### src/rtl/btm_pkg.sv
// btm_pkg: shared definitions for the btm_pipe rounding multiplier.
//   - default configuration localparams (DA, DB, DAC_MAX, DW, CW, PW, OW)
//   - clamp_dac : limits the requested dac to the largest honoured value
//   - rnd_hu    : round-half-up right shift, (x + half) >> d
// Both helpers work on 32-bit unsigned values so they serve any operand width
// up to 31 bits; callers slice the result back to their own width.
package btm_pkg;

  localparam int DA      = 10;
  localparam int DB      = 10;
  localparam int DAC_MAX = 4;
  localparam int DW      = 3;
  localparam int CW      = 16;
  localparam int PW      = DA + DB + 2;  // product of two (width+1)-bit operands
  localparam int OW      = DA + DB;      // result width

  function automatic int unsigned clamp_dac(input int unsigned d,
                                            input int unsigned dmax);
    return (d > dmax) ? dmax : d;
  endfunction

  // The caller's operand is zero-extended into 32 bits, so the rounding carry
  // is kept (the result may equal 2**(width-d)).
  function automatic logic [31:0] rnd_hu(input logic [31:0] x,
                                         input int unsigned d);
    logic [31:0] half;
    half = (d == 0) ? 32'd0 : (32'd1 << (d - 1));
    return (x + half) >> d;
  endfunction

endpackage

### src/rtl/btm_pipe_stage.sv
// btm_pipe_stage: one valid/ready register slice of width W.
// Ports:
//   i_clk, i_rst      clock, asynchronous active-high reset
//   i_valid, o_ready  upstream side of the handshake
//   i_data            payload from upstream
//   o_valid, i_ready  downstream side of the handshake
//   o_data            registered payload
// Handshake: a beat transfers on a rising clock edge when valid and ready are
// both high on that interface; valid never depends on ready, and the payload
// stays stable while valid is high and ready is low.
// The slice loads when it is empty or when its current beat leaves on the
// same edge, so o_ready is combinational from i_ready.
module btm_pipe_stage #(
  parameter int W = 8
) (
  input  logic         i_clk,
  input  logic         i_rst,
  input  logic         i_valid,
  output logic         o_ready,
  input  logic [W-1:0] i_data,
  output logic         o_valid,
  input  logic         i_ready,
  output logic [W-1:0] o_data
);

  assign o_ready = !o_valid || i_ready;

  always_ff @(posedge i_clk or posedge i_rst) begin
    if (i_rst) begin
      o_valid <= 1'b0;
      o_data  <= '0;
    end else if (o_ready) begin
      o_valid <= i_valid;
      if (i_valid) o_data <= i_data;
    end
  end

endmodule

### src/rtl/btm_pipe.sv
// btm_pipe: pipelined, runtime-configurable rounding multiplier.
// Each operand drops dac LSBs with round-half-up, the reduced operands are
// multiplied, and the product is shifted back left by 2*dac.
// Pipeline: S1 round+clamp | S2 multiply | S3 shift+saturate, each stage a
// btm_pipe_stage slice. Latency 3, throughput 1 beat/cycle, 3 beats of
// buffering under backpressure.
// Ports:
//   i_clk, i_rst       clock, asynchronous active-high reset
//   i_valid, o_ready   input beat handshake (o_ready combinational from i_ready)
//   i_a, i_b, i_dac    operands and requested LSB drop (clamped to DAC_MAX)
//   o_valid, i_ready   result handshake
//   o_c, o_sat, o_dac  approximate product, saturation flag, dac used
//   o_busy             any stage holds a beat
//   o_ops              wrapping count of result handshakes
// Build option: define BTM_SIGNED_EN for two's complement operands/result
// (magnitudes rounded, sign applied after the shift, no saturation).
module btm_pipe
  import btm_pkg::*;
#(
  parameter int DA      = btm_pkg::DA,
  parameter int DB      = btm_pkg::DB,
  parameter int DAC_MAX = btm_pkg::DAC_MAX,
  parameter int DW      = btm_pkg::DW,
  parameter int CW      = btm_pkg::CW
) (
  input  logic             i_clk,
  input  logic             i_rst,
  input  logic             i_valid,
  output logic             o_ready,
  input  logic [DA-1:0]    i_a,
  input  logic [DB-1:0]    i_b,
  input  logic [DW-1:0]    i_dac,
  output logic             o_valid,
  input  logic             i_ready,
  output logic [DA+DB-1:0] o_c,
  output logic             o_sat,
  output logic [DW-1:0]    o_dac,
  output logic             o_busy,
  output logic [CW-1:0]    o_ops
);

  localparam int LPW = DA + DB + 2;
  localparam int LOW = DA + DB;
  localparam int CFW = LPW + 2 * DAC_MAX;  // product after the widest shift
  localparam int S1W = 1 + DW + (DA + 1) + (DB + 1);
  localparam int S2W = 1 + DW + LPW;
  localparam int S3W = 1 + DW + LOW;

  // ---------------- S1: clamp dac, take magnitudes, round ----------------
  logic [DW-1:0]  d_in;
  logic [DA-1:0]  mag_a;
  logic [DB-1:0]  mag_b;
  logic           neg_in;
  logic [31:0]    ra_w, rb_w;
  logic [S1W-1:0] s1_din, s1_dout;
  logic           v1, rdy1, rdy2, rdy3;

  always_comb begin
    d_in = DW'(clamp_dac(32'(i_dac), DAC_MAX));
`ifdef BTM_SIGNED_EN
    mag_a  = i_a[DA-1] ? (~i_a + 1'b1) : i_a;
    mag_b  = i_b[DB-1] ? (~i_b + 1'b1) : i_b;
    neg_in = i_a[DA-1] ^ i_b[DB-1];
`else
    mag_a  = i_a;
    mag_b  = i_b;
    neg_in = 1'b0;
`endif
    ra_w   = rnd_hu(32'(mag_a), 32'(d_in));
    rb_w   = rnd_hu(32'(mag_b), 32'(d_in));
    s1_din = {neg_in, d_in, ra_w[DA:0], rb_w[DB:0]};
  end

  btm_pipe_stage #(.W(S1W)) u_s1 (
    .i_clk  (i_clk),
    .i_rst  (i_rst),
    .i_valid(i_valid),
    .o_ready(rdy1),
    .i_data (s1_din),
    .o_valid(v1),
    .i_ready(rdy2),
    .o_data (s1_dout)
  );

  // ---------------- S2: multiply ----------------
  logic           neg1;
  logic [DW-1:0]  d1;
  logic [DA:0]    ra1;
  logic [DB:0]    rb1;
  logic [LPW-1:0] p_in;
  logic [S2W-1:0] s2_dout;
  logic           v2;

  assign {neg1, d1, ra1, rb1} = s1_dout;
  assign p_in = {{(DB + 1){1'b0}}, ra1} * {{(DA + 1){1'b0}}, rb1};

  btm_pipe_stage #(.W(S2W)) u_s2 (
    .i_clk  (i_clk),
    .i_rst  (i_rst),
    .i_valid(v1),
    .o_ready(rdy2),
    .i_data ({neg1, d1, p_in}),
    .o_valid(v2),
    .i_ready(rdy3),
    .o_data (s2_dout)
  );

  // ---------------- S3: shift back, saturate / apply sign ----------------
  logic           neg2;
  logic [DW-1:0]  d2;
  logic [LPW-1:0] p2;
  logic [CFW-1:0] c_full;
  logic           sat_raw;
  logic [LOW-1:0] c_in;
  logic           sat_in;
  logic [S3W-1:0] s3_dout;
  logic           v3;

  assign {neg2, d2, p2} = s2_dout;

  always_comb begin
    // d2 <= DAC_MAX, so the shift never exceeds the 2*DAC_MAX headroom.
    c_full  = {{(2 * DAC_MAX){1'b0}}, p2} << {d2, 1'b0};
    sat_raw = |c_full[CFW-1:LOW];
`ifdef BTM_SIGNED_EN
    // Magnitudes are bounded by 2**(width-1), so the shifted magnitude always
    // fits; negating a zero magnitude yields +0.
    c_in   = neg2 ? (~c_full[LOW-1:0] + 1'b1) : c_full[LOW-1:0];
    sat_in = 1'b0;
`else
    c_in   = sat_raw ? {LOW{1'b1}} : c_full[LOW-1:0];
    sat_in = sat_raw;
`endif
  end

  btm_pipe_stage #(.W(S3W)) u_s3 (
    .i_clk  (i_clk),
    .i_rst  (i_rst),
    .i_valid(v2),
    .o_ready(rdy3),
    .i_data ({sat_in, d2, c_in}),
    .o_valid(v3),
    .i_ready(i_ready),
    .o_data (s3_dout)
  );

  // Upper bits of the 32-bit rounding helper are always zero; neg2/sat_raw are
  // only consumed in one of the two build variants.
  logic unused_bits;
  assign unused_bits = ^{ra_w[31:DA+1], rb_w[31:DB+1], neg2, sat_raw};

  // ---------------- outputs ----------------
  assign o_ready              = rdy1;
  assign o_valid              = v3;
  assign {o_sat, o_dac, o_c}  = s3_dout;
  assign o_busy               = v1 | v2 | v3;

  always_ff @(posedge i_clk or posedge i_rst) begin
    if (i_rst) begin
      o_ops <= '0;
    end else if (v3 && i_ready) begin
      o_ops <= o_ops + 1'b1;
    end
  end

endmodule
### config.mk
export PLATFORM = sky130hd
export DESIGN_NAME = btm_pipe
export DESIGN_NICKNAME = d
export VERILOG_FILES = /design/src/rtl/btm_pkg.sv /design/src/rtl/btm_pipe_stage.sv /design/src/rtl/btm_pipe.sv
export SDC_FILE = /design/constraint.sdc
export NUM_CORES = 1
export LEC_CHECK = 0
export CORE_UTILIZATION = 25
export CTS_BUF_LIST = sky130_fd_sc_hd__clkbuf_4 sky130_fd_sc_hd__clkbuf_8 sky130_fd_sc_hd__clkbuf_16
export CTS_CLUSTER_SIZE = 12
export DETAILED_ROUTE_END_ITERATION = 16
export GPL_TIMING_DRIVEN = 0
export PLACE_DENSITY = 0.53
export SLEW_MARGIN = 15
export SYNTH_ARGS = -nofsm -noshare
export SYNTH_HDL_FRONTEND = slang
export SYNTH_SLANG_ARGS = --single-unit
### constraint.sdc
create_clock -name i_clk -period 5.7 [get_ports i_clk]
set_input_delay 0.855 -clock i_clk [delete_from_list [all_inputs] [get_ports i_clk]]
set_output_delay 0.855 -clock i_clk [all_outputs]
set_load 0.005 [all_outputs]
== Word-level counts from Yosys, hierarchy flattened ==
Index checks and enable logic that the tools add are counted.
Storage, ports and cells
  logic and storage cells: 34
  register bits after elaboration: 93
  output and inout port bits: 43
Cells by class
  reduce and logical (&&, ||, !) cells: 12
  magnitude comparators: 1
  add/subtract/negate cells: 4
  bitwise gates (word level): 2
  multiply operators: 1
  muxes and demuxes: 3
  shift-type cells: 4
Operators by type and width (count)
  $add A10 B32 Y32: 2
  $shr A32 B3 Y11: 2
  $mux W32: 1
  $shl A1 B32 Y32 const A: 1
  $shl A22 B4 Y30: 1
  $mul A11 B11 Y22: 1
  $mux W20: 1
  $add A16 B1 Y16 const B: 1
  $reduce_or A10 Y1: 1
  $reduce_and A2 Y1: 3
  $sub A3 B1 Y4 const B: 1
  $gt A3 B3 Y1 const B: 1
  $logic_not A1 Y1: 3
  $logic_not A3 Y1: 1
  $logic_or A1 B1 Y1: 3
  $mux W3: 1
  $or A1 B1 Y1: 2
  $logic_and A1 B1 Y1: 1

== Depth between registers and ports, before layout ==
  depth in word-level cells: 7
  depth in mapped cells: 20
  mapped depth without buffers: 19

== Hierarchy ==
From an unflattened synthesis, not the netlist that was laid out.
Unflattened totals
  cell total of the unflattened synthesis: 1071
  area, all modules: 10331.2 um^2
Modules (own cells, without submodules)
  btm_pipe: area each 7081.8 um^2, seq. area each 400.4 um^2, instances 1, cells each 898
  btm_pipe_stage at u_s1 ...: area each 1101.1 um^2, seq. area each 675.6 um^2, instances 2, cells each 59
  btm_pipe_stage at u_s3: area each 1047.3 um^2, seq. area each 625.6 um^2, instances 1, cells each 55

== Worst setup path before layout ==
OpenSTA, ideal clock, no wires.
  path type: input-to-reg
  start point: input port i_dac[2]
  end point: register u_s1.o_data[5]
  library setup time: 0.126 ns
  data arrival time: 5.154 ns
  setup slack: 0.420 ns
  required time: 5.574 ns
  path buffers: 3
  stages on the path: 17
  cell sequence: clkbuf_1 -> nor2_1 -> clkinv_1 -> clkbuf_1 -> ha_1 -> or4b_1 -> buf_4 -> mux2_2 -> nor2b_1 -> ha_1 -> a21oi_1 -> nor2_1 -> a211oi_1 -> nand2_1 -> xor2_1 -> mux4_2 -> a221o_1
Between the ends
  word-level cells in the longest chain between the ends: 7
  elaborated cells between the ends (all ways): 8
Ends and longest elaborated chain
  start: declaration: line btm_pipe.sv:32  | input logic [DW-1:0] i_dac,
  $gt A3 B3 Y1: line btm_pkg.sv:19  | return (d > dmax) ? dmax : d;
  $mux W3 *: line btm_pkg.sv:19
  $sub A3 B1 Y4: line btm_pkg.sv:27  | half = (d == 0) ? 32'd0 : (32'd1 << (d - 1));
  $shl A1 B32 Y32: line btm_pkg.sv:27
  $mux W32: line btm_pkg.sv:27
  $add A10 B32 Y32: line btm_pkg.sv:28  | return (x + half) >> d;
  $shr A32 B3 Y11 *: line btm_pkg.sv:28
  end signal: assignment: line btm_pipe_stage.sv:34  | if (i_valid) o_data <= i_data;
  end: declaration: line btm_pipe_stage.sv:23  | output logic [W-1:0] o_data
Mark *: on every way between the ends. The rest lies on a longest branch, timed or not.
A chain may end at the register's enable or synchronous reset.

== Final worst setup path ==
  start point: register u_s1.o_data[2]
  end point: register u_s2.o_data[20]
Between the ends
  word-level cells in the longest chain between the ends: 1
Ends and longest elaborated chain
  $mul A11 B11 Y22: line btm_pipe.sv:95  | assign p_in = {{(DB + 1){1'b0}}, ra1} * {{(DA + 1){1'b0}}, rb1};
  end signal: assignment: line btm_pipe_stage.sv:34
  end: declaration: line btm_pipe_stage.sv:23
No other way between the ends.

==> flow_metrics.py <==
metrics = {
    "synth": {
        "netlist_instances": 1118,
        "synth_top_area_frac": 0.233,
        "yosysSeqAreaShare": 0.233,
        "async_flop_share": 1.00,
        "synthFlopType": "dfrtp_1",
        "ys_warn_count": 0,
        "ys_types": 76,
        "yosysMostFrequentCell": "nand2_1",
        "synth_top_area_cell": "dfrtp_1",
        "synthTopCellsByArea": "dfrtp_1 23%, fa_1 16%, ha_1 10%",
        "syn-cell-area_sq_um": 9970,
        "ys_ff_latch": 93,
        "synth_edf_count": 0,
        "postSynthAreaPerCell_sq_um": 8.92,
        "yosys-top-cells-count": "146 x nand2_1, 125 x inv_1, 93 x dfrtp_1",
    },
    "global_route": {
        "grt_pass1_wl_um": 42300,
        "grt_use_total": 0.127,
        "antenna_found_initial": 0,
        "grt_start_max_net_pins": 51,
        "grt_pass1_vias": 7977,
        "grt_overflow": 0,
    },
    "place": {
        "place_congestion": 0.861,
        "portBuffers": 67,
        "dp_hpwl_um": 20800,
    },
    "route": {
        "drtPass1Iterations": 5,
        "num_vias": 7971,
        "drt_iter0_markers": 357,
        "ant_nets": 0,
        "vias_per_cell": 4.65,
        "wl_per_cell_um": 14.8,
        "drc_errors": 0,
        "routed_wl_um": 25400,
    },
    "status": {
        "status": "complete, no violations",
    },
    "timing": {
        "skew_ns": 0.00746,
        "rsz0062_at_grt": "yes",
        "finalSetupViolations": 0,
        "timing.hold.ws_ns": 0.484,
        "finalCriticalPeriod_ns": 5.50,
        "max-slew-margin-rel": 0.502,
        "worst_pin_slew_ns": 0.737,
        "post-route-period-util": 0.964,
        "hold_viol": 0,
        "slew_violations": 0,
        "fmax_ghz": 0.182,
    },
    "clocking": {
        "cts_buffers": 9,
        "tritoncts": "done",
        "clk_pin_slew_ns": 0.07,
        "cts_max_level": 3,
        "cts.sinks": 93,
        "cts.path.max_buffers": 2,
        "clock_latency_ns": 0.35,
        "root_buffer": "clkbuf_16",
    },
    "min_path": {
        "min_path_type": "flip-flop to flip-flop",
    },
    "layout": {
        "finalNetCount": 1381,
        "drive_gt1_frac": 0.0786,
        "area_delta_synth_final_pct": 17.1,
        "n_antenna_cell": 0,
        "fillCellCount": 4146,
    },
    "floorplan": {
        "core_sq_um": 39000,
        "ioPinCount": 70,
        "die_x_um": 202,
        "die_area_sq_um": 40700,
        "die_y_um": 202,
        "start_util": 0.256,
        "row_count": 72,
    },
    "power_and_ir_drop": {
        "p_leak_nw": 5.25,
        "power.total_mw": 4.89,
        "powerDensity_nw_per_um2": 418,
        "vdd_drop_max_v": 0.000283,
    },
    "setup_path": {
        "end_kind": "flip-flop",
        "cp_max_fo": 12,
        "start_kind": "flip-flop",
        "arrival_ns": 5.70,
        "worstPathRequired_ns": 5.91,
        "criticalPathCategory": "flip-flop to flip-flop",
    },
    "run": {
        "drv_cap": 0,
    },
}
==> registers in the layout (all words and copies together), names as in the netlist <==
name / count
o_ops: 16
u_s1.o_valid: 1
u_s1.o_data: 25
u_s2.o_valid: 1
u_s2.o_data: 25
u_s3.o_valid: 1
u_s3.o_data: 24
==> worst max-delay path, stage by stage, from the launching register on <==
cell	delay, ns
dfrtp_1	0.70
nand2_1	0.14
fa_1	0.52
fa_1	0.44
fa_1	0.49
inv_1	0.05
fa_1	0.53
inv_1	0.07
fa_1	0.52
inv_1	0.04
ha_1	0.21
or3_1	0.45
o2111ai_1	0.33
a31oi_1	0.19
o41ai_2	0.29
mux2i_1	0.22
o311ai_0	0.14
==> stage by stage <==
| step | area [sq um] | worst slack, ns | util | setup TNS (ns) | std cells |
|---|---|---|---|---|---|
| after floorplan | 9990 | 0.420 | - | 0 | 1121 |
| after global placement | 11300 | -1.33 | 0.290 | -18.56 | 1706 |
| after detailed placement | 11300 | -1.33 | 0.291 | -19.18 | 1707 |
| after CTS | 11600 | 0.00667 | 0.299 | 0 | 1714 |
| after global routing | 11700 | -0.0505 | 0.299 | -0.0598 | 1714 |
| final | 11700 | 0.203 | 0.299 | 0 | 1714 |
==> metal layers <==
layer	vias to the layer above	part of all wire	track usage
met3	33	0.026	0.0167
met1	3858	0.48	0.171
li1	3915	-	-
met4	0	0.013	0.0262
met5	-	0	0
met2	165	0.48	0.217
==> where the power goes <==
| part | total, mW | switching, mW | internal (mW) |
|---|---|---|---|
| logic | 3.18 | 1.75 | 1.43 |
| clock network | 0.615 | 0.263 | 0.352 |
| registers | 1.09 | 0.227 | 0.860 |
| total | 4.89 | 2.24 | 2.64 |
==> path summary, 6_finish.rpt <==
kind	startpoint	endpoint	slack [ns]	cells after the start
max	u_s1.o_data[2]	u_s2.o_data[20]	0.20	16
min	o_ops[15]	o_ops[15]	0.48	1
max reg2reg	u_s1.o_data[2]	u_s2.o_data[20]	0.20	16
min reg2reg	o_ops[15]	o_ops[15]	0.48	1
max in group asynchronous	i_rst	u_s1.o_data[7]	4.07	3
min in group asynchronous	i_rst	u_s3.o_data[4]	0.95	2
==> placed cells by master (no fill, tap or decap), types with 7 or more instances in the layout <==
cell and n:
a21o_1 12, a21oi_1 56, a31oi_1 7, and2_1 62
clkbuf_1 30, clkbuf_16 9, clkbuf_2 9, clkdlybuf4s50_1 66
dfrtp_1 90, fa_1 80, ha_1 83, inv_1 124
mux2_2 16, mux2i_1 16, mux4_2 17, nand2_1 146
nand2b_1 7, nand3_1 25, nor2_1 76, nor2b_1 7
nor3_1 15, o211ai_1 8, o21a_1 11, o21ai_0 41
o31ai_1 7, xnor2_1 29, xor2_1 16
==> layout make-up <==
type,instances,area [sq um],share of cell area
buffer,49,224,0.0192
clock buffer,11,240,0.0206
timing repair buffer,68,701,0.0600
tap,518,648,0.0555
inverter,126,477,0.0408
multi-input combinational,844,7000,0.599
sequential,93,2330,0.200
clock inverter,5,60.1,0.00514
==> repair_timing <==
action,in CTS,in global routing
endpoints found under the setup margin,27,12
hold buffers,0,0
gates resized for setup,20,16
buffers inserted,0,0
==> cells by family (layout without fill, tap and decap cells) <==
group                      count (synthesis)  in the layout  synth area share
and+or+nand+nor                          379            379             0.180
AOI/OAI and AO/OA                        203            203             0.138
buffers and inverters                    184            259            0.0706
adders and majority gates                164            164             0.266
DFF                                       93             93             0.233
muxes                                     49             49            0.0725
xor gates and xnor gates                  45             45            0.0395
other                                      1              4          0.000376
Power figures use the tool's default switching activity.
